`config.mk`:
```
export PLATFORM = sky130hd
export DESIGN_NAME = counter_sequencer
export DESIGN_NICKNAME = d
export VERILOG_FILES = /design/src/rtl/counter_sequencer.sv
export SDC_FILE = /design/constraint.sdc
export NUM_CORES = 1
export LEC_CHECK = 0
export CAP_MARGIN = 0
export CORE_ASPECT_RATIO = 1.1
export CORE_MARGIN = 2
export CORE_UTILIZATION = 40
export CTS_BUF_LIST = sky130_fd_sc_hd__clkbuf_4 sky130_fd_sc_hd__clkbuf_8 sky130_fd_sc_hd__clkbuf_16
export DETAILED_ROUTE_END_ITERATION = 10
export PLACE_DENSITY = 0.72
export SYNTH_ARGS = -nofsm -noshare
export SYNTH_HDL_FRONTEND = slang
export SYNTH_SLANG_ARGS = --single-unit
```
`constraint.sdc`:
```
create_clock -name clk -period 14.6 [get_ports clk]
set_input_delay 3.65 -clock clk [delete_from_list [all_inputs] [get_ports clk]]
set_output_delay 3.65 -clock clk [all_outputs]
set_load 0.1 [all_outputs]
```
`src/rtl/counter_sequencer.sv`:
```
// counter_sequencer: command-side initiator for the counter bank.
// Accepts a (select, stopcount) command, pulses the bank's start, waits for the
// selected counter's status bit (bounded by TIMEOUT cycles), captures the bank
// count and returns it as a response.
//
// Handshakes: a transfer happens on a rising edge where valid and ready are both
// high; a producer holding valid keeps its payload stable until that edge, and
// ready/valid driven by this block depend only on registered state.
module counter_sequencer #(
  parameter int unsigned SUB_NUMBER = 2,
  parameter int unsigned TIMEOUT    = 1024
) (
  input  logic                  clk,
  input  logic                  reset,
  input  logic                  cmd_valid,
  output logic                  cmd_ready,
  input  logic [31:0]           cmd_select,
  input  logic [31:0]           cmd_stopcount,
  output logic                  rsp_valid,
  input  logic                  rsp_ready,
  output logic [31:0]           rsp_data,
  output logic                  rsp_timeout,
  output logic                  rsp_error,
  output logic                  ctr_start,
  output logic [31:0]           ctr_select,
  output logic [31:0]           ctr_stopcount,
  input  logic [SUB_NUMBER-1:0] ctr_status,
  input  logic [31:0]           ctr_count,
  output logic                  busy,
  output logic [1:0]            dbg_state
);

  typedef enum logic [1:0] {
    S_IDLE = 2'd0,
    S_ARM  = 2'd1,
    S_WAIT = 2'd2,
    S_RESP = 2'd3
  } state_t;

  localparam int          SUB_N        = int'(SUB_NUMBER);
  localparam logic [31:0] SUB_MAX      = 32'(SUB_NUMBER);
  localparam logic [31:0] TIMEOUT_LAST = 32'(TIMEOUT - 1);

  state_t      state_q;
  logic        cmd_ready_q;
  logic        rsp_valid_q;
  logic [31:0] rsp_data_q;
  logic        rsp_timeout_q;
  logic        rsp_error_q;
  logic        ctr_start_q;
  logic [31:0] ctr_select_q;
  logic [31:0] ctr_stopcount_q;
  logic        busy_q;
  logic [31:0] wait_cnt_q;
  logic [31:0] wait_cnt_d;
  logic        sel_legal;
  logic        status_hit;

  assign cmd_ready     = cmd_ready_q;
  assign rsp_valid     = rsp_valid_q;
  assign rsp_data      = rsp_data_q;
  assign rsp_timeout   = rsp_timeout_q;
  assign rsp_error     = rsp_error_q;
  assign ctr_start     = ctr_start_q;
  assign ctr_select    = ctr_select_q;
  assign ctr_stopcount = ctr_stopcount_q;
  assign busy          = busy_q;
  assign dbg_state     = state_q;

  // Select is 1-based; 0 and anything above the bank size are rejected.
  always_comb begin
    sel_legal = (cmd_select != 32'd0) && (cmd_select <= SUB_MAX);
  end

  // Status bit of the counter currently driven on ctr_select (bit k = counter k+1).
  always_comb begin
    status_hit = 1'b0;
    for (int k = 0; k < SUB_N; k++) begin
      if (ctr_select_q == 32'(k + 1)) begin
        status_hit = ctr_status[k];
      end
    end
  end

  // Saturating increment so a huge TIMEOUT can never be skipped by wrap-around.
  always_comb begin
    wait_cnt_d = (wait_cnt_q == 32'hFFFF_FFFF) ? wait_cnt_q : wait_cnt_q + 32'd1;
  end

  // Sequencer FSM; every output is a register written here.
  always_ff @(posedge clk or posedge reset) begin
    if (reset) begin
      state_q         <= S_IDLE;
      cmd_ready_q     <= 1'b0;
      rsp_valid_q     <= 1'b0;
      rsp_data_q      <= 32'd0;
      rsp_timeout_q   <= 1'b0;
      rsp_error_q     <= 1'b0;
      ctr_start_q     <= 1'b0;
      ctr_select_q    <= 32'd0;
      ctr_stopcount_q <= 32'd0;
      busy_q          <= 1'b0;
      wait_cnt_q      <= 32'd0;
    end else begin
      case (state_q)
        S_IDLE: begin
          cmd_ready_q <= 1'b1;
          if (cmd_valid && cmd_ready_q) begin
            cmd_ready_q     <= 1'b0;
            busy_q          <= 1'b1;
            ctr_select_q    <= cmd_select;
            ctr_stopcount_q <= cmd_stopcount;
            if (sel_legal) begin
              ctr_start_q <= 1'b1;
              state_q     <= S_ARM;
            end else begin
              // Illegal select: answer straight away, never start the bank.
              rsp_valid_q   <= 1'b1;
              rsp_error_q   <= 1'b1;
              rsp_timeout_q <= 1'b0;
              rsp_data_q    <= 32'd0;
              state_q       <= S_RESP;
            end
          end
        end
        S_ARM: begin
          ctr_start_q <= 1'b0;
          wait_cnt_q  <= 32'd0;
          state_q     <= S_WAIT;
        end
        S_WAIT: begin
          // Status has priority over an expiring wait in the same cycle.
          if (status_hit) begin
            rsp_data_q    <= ctr_count;
            rsp_timeout_q <= 1'b0;
            rsp_valid_q   <= 1'b1;
            state_q       <= S_RESP;
          end else if (wait_cnt_q == TIMEOUT_LAST) begin
            rsp_data_q    <= ctr_count;
            rsp_timeout_q <= 1'b1;
            rsp_valid_q   <= 1'b1;
            state_q       <= S_RESP;
          end else begin
            wait_cnt_q <= wait_cnt_d;
          end
        end
        S_RESP: begin
          // rsp_data keeps its value after the handshake; flags are cleared.
          if (rsp_ready) begin
            rsp_valid_q     <= 1'b0;
            rsp_error_q     <= 1'b0;
            rsp_timeout_q   <= 1'b0;
            ctr_select_q    <= 32'd0;
            ctr_stopcount_q <= 32'd0;
            busy_q          <= 1'b0;
            cmd_ready_q     <= 1'b1;
            state_q         <= S_IDLE;
          end
        end
        default: begin
          state_q <= S_IDLE;
        end
      endcase
    end
  end

endmodule
```
# After elaboration in Yosys (flattened, before gate mapping)
# Cells that the tools add are included.
# word_totals
in_bits,102
elab_cells,86
reg_bits,136
output_inout_bits,104
# classes
eq_ne,15
mux,41
reduce_logical,17
magnitude_cmp,1
n_addsub,1
# op_table
op,count
32-bit 2-to-1 mux,10
32-bit case mux with 2 select lines,4
"32-bit by 1-bit adder with 32-bit output, second input constant",1
"32-bit by 1-bit equality test with 1-bit output, second input constant",1
"32-bit by 10-bit equality test with 1-bit output, second input constant",1
"32-bit by 2-bit equality test with 1-bit output, second input constant",1
"32-bit equality test, second input constant",1
"32-bit by 2-bit less-or-equal comparator with 1-bit output, second input constant",1
32-bit nonzero test,1
1-bit 2-to-1 mux,15
"2-bit inequality test, second input constant",7
4-bit AND reduction,3
2-bit 2-to-1 mux,5
3-bit AND reduction,3
1-bit case mux with 2 select lines,4
2-bit case mux with 4 select lines,1
2-bit nonzero test,4
1-bit case mux with 3 select lines,2
5-bit AND reduction,1
"2-bit equality test, second input constant",2
"3-bit inequality test, second input constant",1
3-bit nonzero test,1
"2-bit by 1-bit equality test with 1-bit output, second input constant",1
1-bit logical AND,2
2 further kinds,2

# Depth between registers and ports, before layout
# Gate-level depths: netlist (run 1).
# logic_depth
ltp_word,5
depth_mapped,11
depth_no_buf,7

# Worst setup path after synthesis (run 1)
# Ideal clock, no wire load.
# synth_timing
path_type,input to register
startpoint,in ctr_status[1]
endpoint,reg rsp_data_q[17] (netlist: rsp_data[17])
required_time_ps,14475
n_path_buf,3
setup_time_ps,125
t_arrival_ps,5073
cell_stages,9
setup_slack_ps,9403
path_cell_list,nand2_1 o21a_1 o31a_1 clkbuf_1 a211o_1 buf_6 buf_6 nand2_1 o21ai_1
# synth_via
elab_chain_len,3
# synth_lines
item,line,text
start: declaration,27,"input logic [SUB_NUMBER-1:0] ctr_status,"
1-bit 2-to-1 mux (*),79,if (ctr_select_q == 32'(k + 1)) begin
3-bit inequality test (no source line) or 32-bit 2-to-1 mux (tied branches),-,
4-bit AND reduction (no source line) or 32-bit case mux with 2 select lines (tied branches),-,
end signal: assignment,134,rsp_data_q <= ctr_count;
end signal: assignment,139,rsp_data_q <= ctr_count;
end: declaration,47,logic [31:0] rsp_data_q;
# Every way passes the cells marked *; elsewhere a longest branch is shown, timed or not.
# A chain may end at the register's enable or synchronous reset.

# Worst setup path in the final report (run 1)
# layout_timing
startpoint,in cmd_select[5]
endpoint,reg rsp_data_q[6] (netlist: rsp_data[6])
# layout_via
elab_chain_len,4
# layout_lines
item,line,text
start: declaration,17,"input logic [31:0] cmd_select,"
32-bit by 2-bit less-or-equal comparator with 1-bit output or 32-bit nonzero test (tied branches),72,sel_legal = (cmd_select != 32'd0) && (cmd_select <= SUB_MAX);
1-bit logical AND (*),72,
2-bit inequality test (no source line) (*),-,
4-bit AND reduction (no source line) (*),-,
# Marked as above.

==> reports/results.ini, run 1 <==
[run_status]
status=finished clean

[global_route]
first_global_vias=5340
grt_max_degree=76
overflow=0
track_usage_pct=21.6
grt_antenna_before_repair=0
grt_pass1_wl_mm=27.3

[cts]
cts_max_level=4
cts.sinks=136
insertion_delay_ns=0.42
cts_buffers=17
cts_hold_buf=0
root_buffer=clkbuf_16
clk_pin_slew_ns=0.06
post_cts_resize_count=0
cts_setup_buffers=0
clk_path_buf_depth=2
cts_tree=yes

[sta]
rsz0062_at_grt=false
fin_crit_ns=6.04
max_slew.worst_pin.slew_ns=1.19
tns_ns=0
setup_ws_ns=8.56
final-hold-violation-count=0
slew_headroom_pct=20.9
setup_viol=0
max_freq_ghz=0.166
drv_slew=0
fin_crit_sh_pct=41.4
skew_ns=0.0125

[cells_and_area]
instances_no_fill=956
fin_nets=858
register_area_um2=3400
multi_input_area_um2=2390
syn_to_final_growth_pct=46.1
nFillCells=1203
antennaDiodeCount=0
drive_gt1_share_pct=8.38

[die]
core_region_area_um2=14600
start_util_pct=41.2
dieArea_um2=16000
die_h_um=132
row_count=46
ios=206
die_w_um=121

[synthesis]
synth_cell_types=46
synth-warning-count=0
synthArstFlopShare_pct=100
synth-edff-count=0
synth_area_um2=5990
synthCells=558
syn_area_per_cell_um2=10.7
ys.flop_type=dfrtp_1
synth_fp_nets=665
ys_seq_elements=136
synth_seq_area_share_pct=56.8

[route]
num_vias=5265
drt_iter0_drc=312
totalWireLength_mm=16.8
drcViolationCount=0
wl_per_cell_um=17.6
ant_nets=0
viasPerCell=5.51
drtPass1Iterations=5

[critical_path]
cp_data_arrival_time_ns=6.37
worstReg2RegEnd=wait_cnt_q[9]
r2r_start=dbg_state[0]
worstPathMaxFanout=65
worstSetupStartpoint=cmd_select[5]
critPathLaunchType=input pin
ff2ff_setup_slack_ns=11.48
crit_type=in -> reg
r2r_cells=7
worstPathRequired_ns=14.93
end_kind=flip-flop

[worst_hold_path]
whs_endpoint=rsp_data[1]
hold_path_depth=2
hold_class=reg -> reg
min-delay-start=rsp_data[1]

[placement]
pre_cts_slack_ns=8.11
dpl.hpwl_mm=11.9
gp_congestion=0.918
portBuffers=205
dp_cells=924

[job]
drv_cap=0

## worst max path at each step
stage                       end  slack (ns)  depth (start not counted)
floorplan                  busy        7.31                          1
global placement      rsp_valid        8.09                          7
detailed placement    rsp_valid        8.11                          7
CTS                   rsp_valid        8.53                          7
global route        rsp_data[6]        8.29                          7
finish              rsp_data[6]        8.56                          7
## flip-flops by register name, indices dropped and copies added, names as in the netlist, 2 cells and up
signal,flops
ctr_stopcount,32
ctr_select,32
dbg_state,2
wait_cnt_q,32
rsp_data,32
## cells by family after synthesis
group | count (synthesis) | synth area share [%]
AND/OR/NAND/NOR | 196 | 16.4
adder cells (fa/ha/maj) | 5 | 1.04
AO/OA/AOI/OAI | 170 | 21.0
multiplexers | 2 | 0.355
XOR/XNOR | 5 | 0.731
flip-flops | 136 | 56.8
buffers and inverters | 44 | 3.69
## cell usage in the layout, fill, tap and decap left out, types with 3 or more instances in the layout
cell	count
or4_1	8
nand2_1	88
a21o_1	3
or3_1	10
o21ai_2	18
nor3_1	4
clkinvlp_4	5
dfrtp_1	136
and3_1	3
nor2_1	13
bufinv_16	3
nor4_1	19
inv_6	3
a22o_1	64
inv_1	7
a21oi_1	19
nand4_1	16
ha_1	5
clkdlybuf4s50_1	205
clkbuf_16	17
buf_4	5
and4_1	5
o31ai_1	13
nand3_1	18
o21ai_1	14
nor2b_1	3
xor2_1	4
o211ai_1	7
o21ai_0	21
## area by class of cell
| type | instances | share of cell area [%] |
|---|---|---|
| sequential | 136 | 38.8 |
| multi-input combinational | 378 | 27.3 |
| timing repair buffer | 210 | 23.9 |
| clock buffer | 18 | 4.94 |
| tap | 192 | 2.74 |
| clock inverter | 14 | 1.97 |
| inverter | 8 | 0.371 |
## metal layers
| layer | part of all wire, % | vias up | GRT usage (%) | wire, um |
|---|---|---|---|---|
| li1 | - | 2469 | - | - |
| met4 | 1.6 | 0 | 7.11 | 271 |
| met1 | 40 | 2565 | 25.5 | 6650 |
| met3 | 8.2 | 24 | 7.44 | 1380 |
| met2 | 51 | 207 | 36.6 | 8510 |
| met5 | 0 | - | 0 | 0 |
## critical path, stage by stage
cell             delay [ns]
clkdlybuf4s50_1        0.43
nor4_1                 0.44
nand4_1                0.18
o31ai_1                0.39
a211o_2                0.94
nand2_1                0.17
o21ai_1                0.12
## stage by stage
stage,utilization [%],hold slack [ns],cell area [um^2]
floorplan,-,0.466,5990
global placement,56.0,0.462,8160
detailed placement,56.0,0.465,8160
CTS,60.2,0.486,8760
global route,60.2,0.505,8760
finish,60.2,0.480,8760
## Yosys cell counts, types with 10 or more instances
| library cell | count | area, um^2 |
|---|---|---|
| nor4_1 | 19 | 119 |
| o21ai_2 | 18 | 158 |
| o31ai_1 | 13 | 97.6 |
| nand4_1 | 16 | 100 |
| o21ai_0 | 22 | 110 |
| o21ai_1 | 14 | 70.1 |
| clkbuf_1 | 22 | 82.6 |
| or3_1 | 10 | 62.6 |
| a21oi_1 | 19 | 95.1 |
| nand3_1 | 18 | 90.1 |
| nor2_1 | 14 | 52.6 |
| nand2_1 | 88 | 330 |
| a22o_1 | 64 | 561 |
| dfrtp_1 | 136 | 3400 |
Power of run 1 is left out: the tool's default activity adds up to more than one toggle a clock period on the data nets, which glitch-free logic cannot reach.
==> run 2, diff against run 1 <==
==> constraint.sdc (replaced) <==
create_clock -name clk -period 5.79 [get_ports clk]
set_input_delay 1.4475 -clock clk [delete_from_list [all_inputs] [get_ports clk]]
set_output_delay 1.4475 -clock clk [all_outputs]
set_load 0.1 [all_outputs]
==> reports/results.ini, run 2 (synthesized netlist as in run 1, its figures left out) <==
[cells_and_area]
fin_nets=859  ; +0.12%
syn_to_final_growth_pct=46.9
antennaDiodeCount=0  ; unchanged
drive_gt1_share_pct=8.50  ; +0.12 points
final_common_cell=clkdlybuf4s50_1
final_cell_mix=clkdlybuf4s50_1 (205), dfrtp_1 (136), nand2_1 (88)
instances_no_fill=957  ; +0.10%
nFillCells=1184  ; -1.6%

[critical_path]
crit_buf_inv=2  ; +1
cp_slowest_stage_delay_ns=0.53  ; -0.41 ns
critical_path.top_delay_family=compound AO/OA/AOI/OAI gates
worstPathMaxFanout=42  ; -35%
cp_slowest_cell=nor4_1
crit_type=in -> reg
critPathLaunchType=input pin
worstPathRequired_ns=6.07  ; -8.86 ns
worstPathCellList=clkdlybuf4s50_1 > nor4_1 > nand3_1 > o31ai_1 > a211o_2 > buf_4 > o21ai_1
worstSetupStartpoint=cmd_select[19]
cp_data_arrival_time_ns=4.09  ; -2.28 ns
r2r_start=dbg_state[0]
end_kind=flip-flop

[cts]
cts_max_level=4  ; unchanged
cts_buffers=17  ; unchanged
cts_tree=yes
clk_path_buf_depth=2  ; unchanged
post_cts_resize_count=0  ; unchanged
cts_hold_buf=0  ; unchanged
cts_setup_buffers=0  ; unchanged
cts.sinks=136  ; unchanged
clk_pin_slew_ns=0.06  ; about the same
insertion_delay_ns=0.42  ; about the same
root_buffer=clkbuf_16

[die]
ios=206  ; unchanged
start_util_pct=41.2  ; unchanged
die_w_um=121  ; unchanged
die_h_um=132  ; unchanged
core_region_area_um2=14600  ; unchanged
dieArea_um2=16000  ; unchanged
row_count=46  ; unchanged

[sta]
rsz0062_at_grt=false
tns_ns=0  ; unchanged
setup_viol=0  ; unchanged
final-hold-violation-count=0  ; unchanged
max_slew.worst_pin.slew_ns=1.09  ; -0.102 ns
slew_headroom_pct=27.6  ; +6.8 points
max_freq_ghz=0.262
fin_crit_ns=3.81
fin_crit_sh_pct=65.8
drv_slew=0  ; unchanged
skew_ns=0.0152  ; +0.00279 ns
whs_ns=0.479  ; -0.000484 ns

[route]
viasPerCell=5.46  ; -0.84%
drcViolationCount=0  ; unchanged
dr_wl_met2_mm=8.25  ; -3.1%
drtPass1Iterations=5  ; unchanged
ant_nets=0  ; unchanged
drt_iter0_drc=293  ; -6.1%
totalWireLength_mm=16.4  ; -2.5%
wl_per_cell_um=17.1  ; -2.6%
top_layer=met4
wl_met1_mm=6.61  ; -0.69%
num_vias=5226  ; -0.74%
met3WireLength_mm=1.30  ; -5.9%

[worst_hold_path]
min-delay-start=rsp_data[22]
hold_class=reg -> reg

[global_route]
track_usage_pct=21.4  ; -0.19 points
overflow=0  ; unchanged
grt_max_degree=87  ; +14%
grt_pass1_wl_mm=27.2  ; -0.41%
grt_antenna_before_repair=0  ; unchanged
first_global_vias=5396  ; +1.0%

[run_status]
status=finished clean

[placement]
dp_cells=925  ; +0.11%
dpl.hpwl_mm=11.7  ; -1.9%
portBuffers=205  ; unchanged
gp_congestion=0.840  ; -8.6%

[job]
drv_cap=0  ; unchanged

## run 2: cell types whose count changed in the layout (fill, tap and decap cells not counted), sizes merged
cell and delta:
clkinvlp -3, clkinv -2, buf +1, clkbuf +5
## run 2: final timing paths
kind                                        to  slack [ns]  depth (start not counted)
worst min-delay path              rsp_data[22]        0.48                          2
max in group asynchronous       wait_cnt_q[29]        3.28                          3
worst min register to register    rsp_data[22]        0.48                          2
min in group asynchronous         rsp_data[15]        1.65                          2
worst max register to register  wait_cnt_q[11]        2.74                          7
worst max-delay path              rsp_data[11]        1.98                          7
## run 2: worst min-delay path: stages, from the launching register on
cell and delay (ns):
dfrtp_1 0.34, nand2_1 0.06, o21ai_2 0.05
## run 2: per-layer routing
layer / track usage (%) / vias up
li1: - / 2472
met1: 26.5 / 2536
met2: 35.2 / 198
met3: 7.18 / 20
met4: 6.59 / 0
met5: 0 / -
## run 2: cell type report
type	count	area, um^2	share of cell area [%]
timing repair buffer	211	2110	24.0
tap	192	240	2.73
clock buffer	23	495	5.63
multi-input combinational	378	2390	27.1
inverter	8	32.5	0.369
sequential	136	3400	38.6
clock inverter	9	136	1.55
## run 2: metrics by stage
stage	area (um^2)	utilization [%]	setup WS, ns
2_1_floorplan	5990	-	0.703
3_3_place_gp	8180	56.1	1.60
3_5_place_dp	8180	56.1	1.54
4_1_cts	8810	60.5	1.98
5_1_grt	8810	60.5	1.73
6_report	8810	60.5	1.98
Power of run 2 is left out for the same reason.
==> run 3, diff against run 2 <==
--- a/config.mk
+++ b/config.mk
@@ -11,7 +11,7 @@
 export CORE_UTILIZATION = 40
 export CTS_BUF_LIST = sky130_fd_sc_hd__clkbuf_4 sky130_fd_sc_hd__clkbuf_8 sky130_fd_sc_hd__clkbuf_16
 export DETAILED_ROUTE_END_ITERATION = 10
-export PLACE_DENSITY = 0.72
+export PLACE_DENSITY = 0.75
 export SYNTH_ARGS = -nofsm -noshare
 export SYNTH_HDL_FRONTEND = slang
 export SYNTH_SLANG_ARGS = --single-unit
==> constraint.sdc (replaced) <==
create_clock -name clk -period 3.2 [get_ports clk]
set_input_delay 0.8 -clock clk [delete_from_list [all_inputs] [get_ports clk]]
set_output_delay 0.8 -clock clk [all_outputs]
set_load 0.1 [all_outputs]
==> reports/results.ini, run 3 (synthesized netlist as in run 1, its figures left out) <==
[cts]
post_cts_resize_count=0  ; unchanged
cts_buffers=17  ; unchanged
cts_setup_buffers=0  ; unchanged
clk_pin_slew_ns=0.05  ; about the same
insertion_delay_ns=0.42  ; about the same
clk_path_buf_depth=2  ; unchanged
cts.sinks=136  ; unchanged
cts_tree=yes
cts_hold_buf=0  ; unchanged
cts_max_level=4  ; unchanged
root_buffer=clkbuf_16

[placement]
dpl.hpwl_mm=11.8  ; +1.0%
placed_area_um2=8030  ; -1.8%
portBuffers=205  ; unchanged
dp_cells=933  ; +0.86%
gp_congestion=0.852  ; +1.5%

[route]
viasPerCell=5.34  ; -2.2%
num_vias=5148  ; -1.5%
drtPass1Iterations=4  ; -1
drt_iter0_drc=263  ; -10%
totalWireLength_mm=16.2  ; -1.2%
drcViolationCount=0  ; unchanged
ant_nets=0  ; unchanged
wl_per_cell_um=16.8  ; -1.9%

[cells_and_area]
instances_no_fill=964  ; +0.73%
syn_to_final_growth_pct=43.7
final_common_cell=dfrtp_1
final_cell_mix=dfrtp_1 (136), buf_4 (113), clkdlybuf4s50_1 (101)
drive_gt1_share_pct=22.8  ; +14 points
register_area_um2=3400  ; unchanged
antennaDiodeCount=0  ; unchanged
fin_nets=867  ; +0.93%
multi_input_area_um2=2390  ; unchanged
fin_area_um2=8620  ; -2.2%
nFillCells=1241  ; +4.8%

[critical_path]
r2r_cells=7  ; unchanged
critPathLaunchType=input pin
cp_data_arrival_time_ns=2.98  ; -1.11 ns
worstReg2RegEnd=wait_cnt_q[11]
crit_type=in -> reg
worstPathRequired_ns=3.52  ; -2.55 ns
end_kind=flip-flop
ff2ff_setup_slack_ns=0.56  ; -2.18 ns
r2r_start=wait_cnt_q[0]
worstPathMaxFanout=39  ; -7.1%

[sta]
drv_slew=0  ; unchanged
setup_viol=0  ; unchanged
slew_headroom_pct=56.7  ; +29 points
max_freq_ghz=0.377
tns_ns=0  ; unchanged
skew_ns=0.0181  ; +0.00288 ns
fin_crit_sh_pct=82.9
fin_crit_ns=2.65
whs_ns=0.484  ; +0.00445 ns
max_slew.worst_pin.slew_ns=0.647  ; -0.439 ns
rsz0062_at_grt=false
final-hold-violation-count=0  ; unchanged

[die]
die_h_um=132  ; unchanged
start_util_pct=41.2  ; unchanged
ios=206  ; unchanged
core_region_area_um2=14600  ; unchanged
dieArea_um2=16000  ; unchanged
die_w_um=121  ; unchanged
row_count=46  ; unchanged

[global_route]
grt_antenna_before_repair=0  ; unchanged
grt_max_degree=69  ; -21%
track_usage_pct=20.7  ; -0.66 points
overflow=0  ; unchanged
grt_pass1_wl_mm=26.3  ; -3.4%
first_global_vias=5226  ; -3.2%

[job]
drv_cap=0  ; unchanged

[worst_hold_path]
hold_path_depth=2  ; unchanged
hold_class=reg -> reg
whs_endpoint=rsp_data[5]
min-delay-start=rsp_data[5]

[run_status]
status=finished clean

==> run 3: cell count changes in the layout (fill, tap and decap cells not counted) <==
| cell | change |
|---|---|
| inv_6 | -3 |
| buf_12 | +4 |
| clkinv_4 | +1 |
| clkbuf_8 | -4 |
| clkbuf_4 | +3 |
| clkinv_2 | +3 |
| inv_4 | -1 |
| buf_4 | +108 |
| clkdlybuf4s50_1 | -104 |
==> run 3: how the worst max path moves through the flow <==
stage	start	end	slack, ns
CTS	cmd_select[5]	rsp_data[14]	0.55
global placement	cmd_select[5]	rsp_data[8]	0.17
global route	wait_cnt_q[0]	wait_cnt_q[7]	0.38
floorplan	dbg_state[0]	ctr_select[21]	0.54
detailed placement	cmd_select[5]	rsp_data[14]	0.13
finish	cmd_select[5]	rsp_data[13]	0.55
==> run 3: layout make-up <==
cell class	count	area share, %
well taps	192	2.79
repair buffers	219	22.7
clock inverters	9	1.47
flip-flops and latches	136	39.5
clock buffers	22	5.37
multi-input cells	378	27.7
inverters	8	0.392
==> run 3: metrics by stage <==
stage               setup slack (ns)  utilization [%]
finish                         0.547             59.2
global route                   0.377             59.2
CTS                            0.546             59.2
detailed placement             0.134             55.1
global placement               0.168             55.1
floorplan                      0.545                -
==> run 3: critical path, stage by stage <==
cell,delay [ns]
clkdlybuf4s50_1,0.46
nor4_1,0.43
nand4_1,0.24
o31ai_1,0.42
a211o_2,0.26
buf_12,0.22
nand2_1,0.07
o21ai_1,0.08
==> run 3: layer usage <==
| metal | up-vias | track usage, % | routed length (um) |
|---|---|---|---|
| met5 | - | 0 | 0 |
| met4 | 0 | 6.14 | 156 |
| met2 | 173 | 34.5 | 8290 |
| met3 | 13 | 7.40 | 1020 |
| met1 | 2477 | 25.2 | 6720 |
| li1 | 2485 | - | - |
Power of run 3 is left out for the same reason.
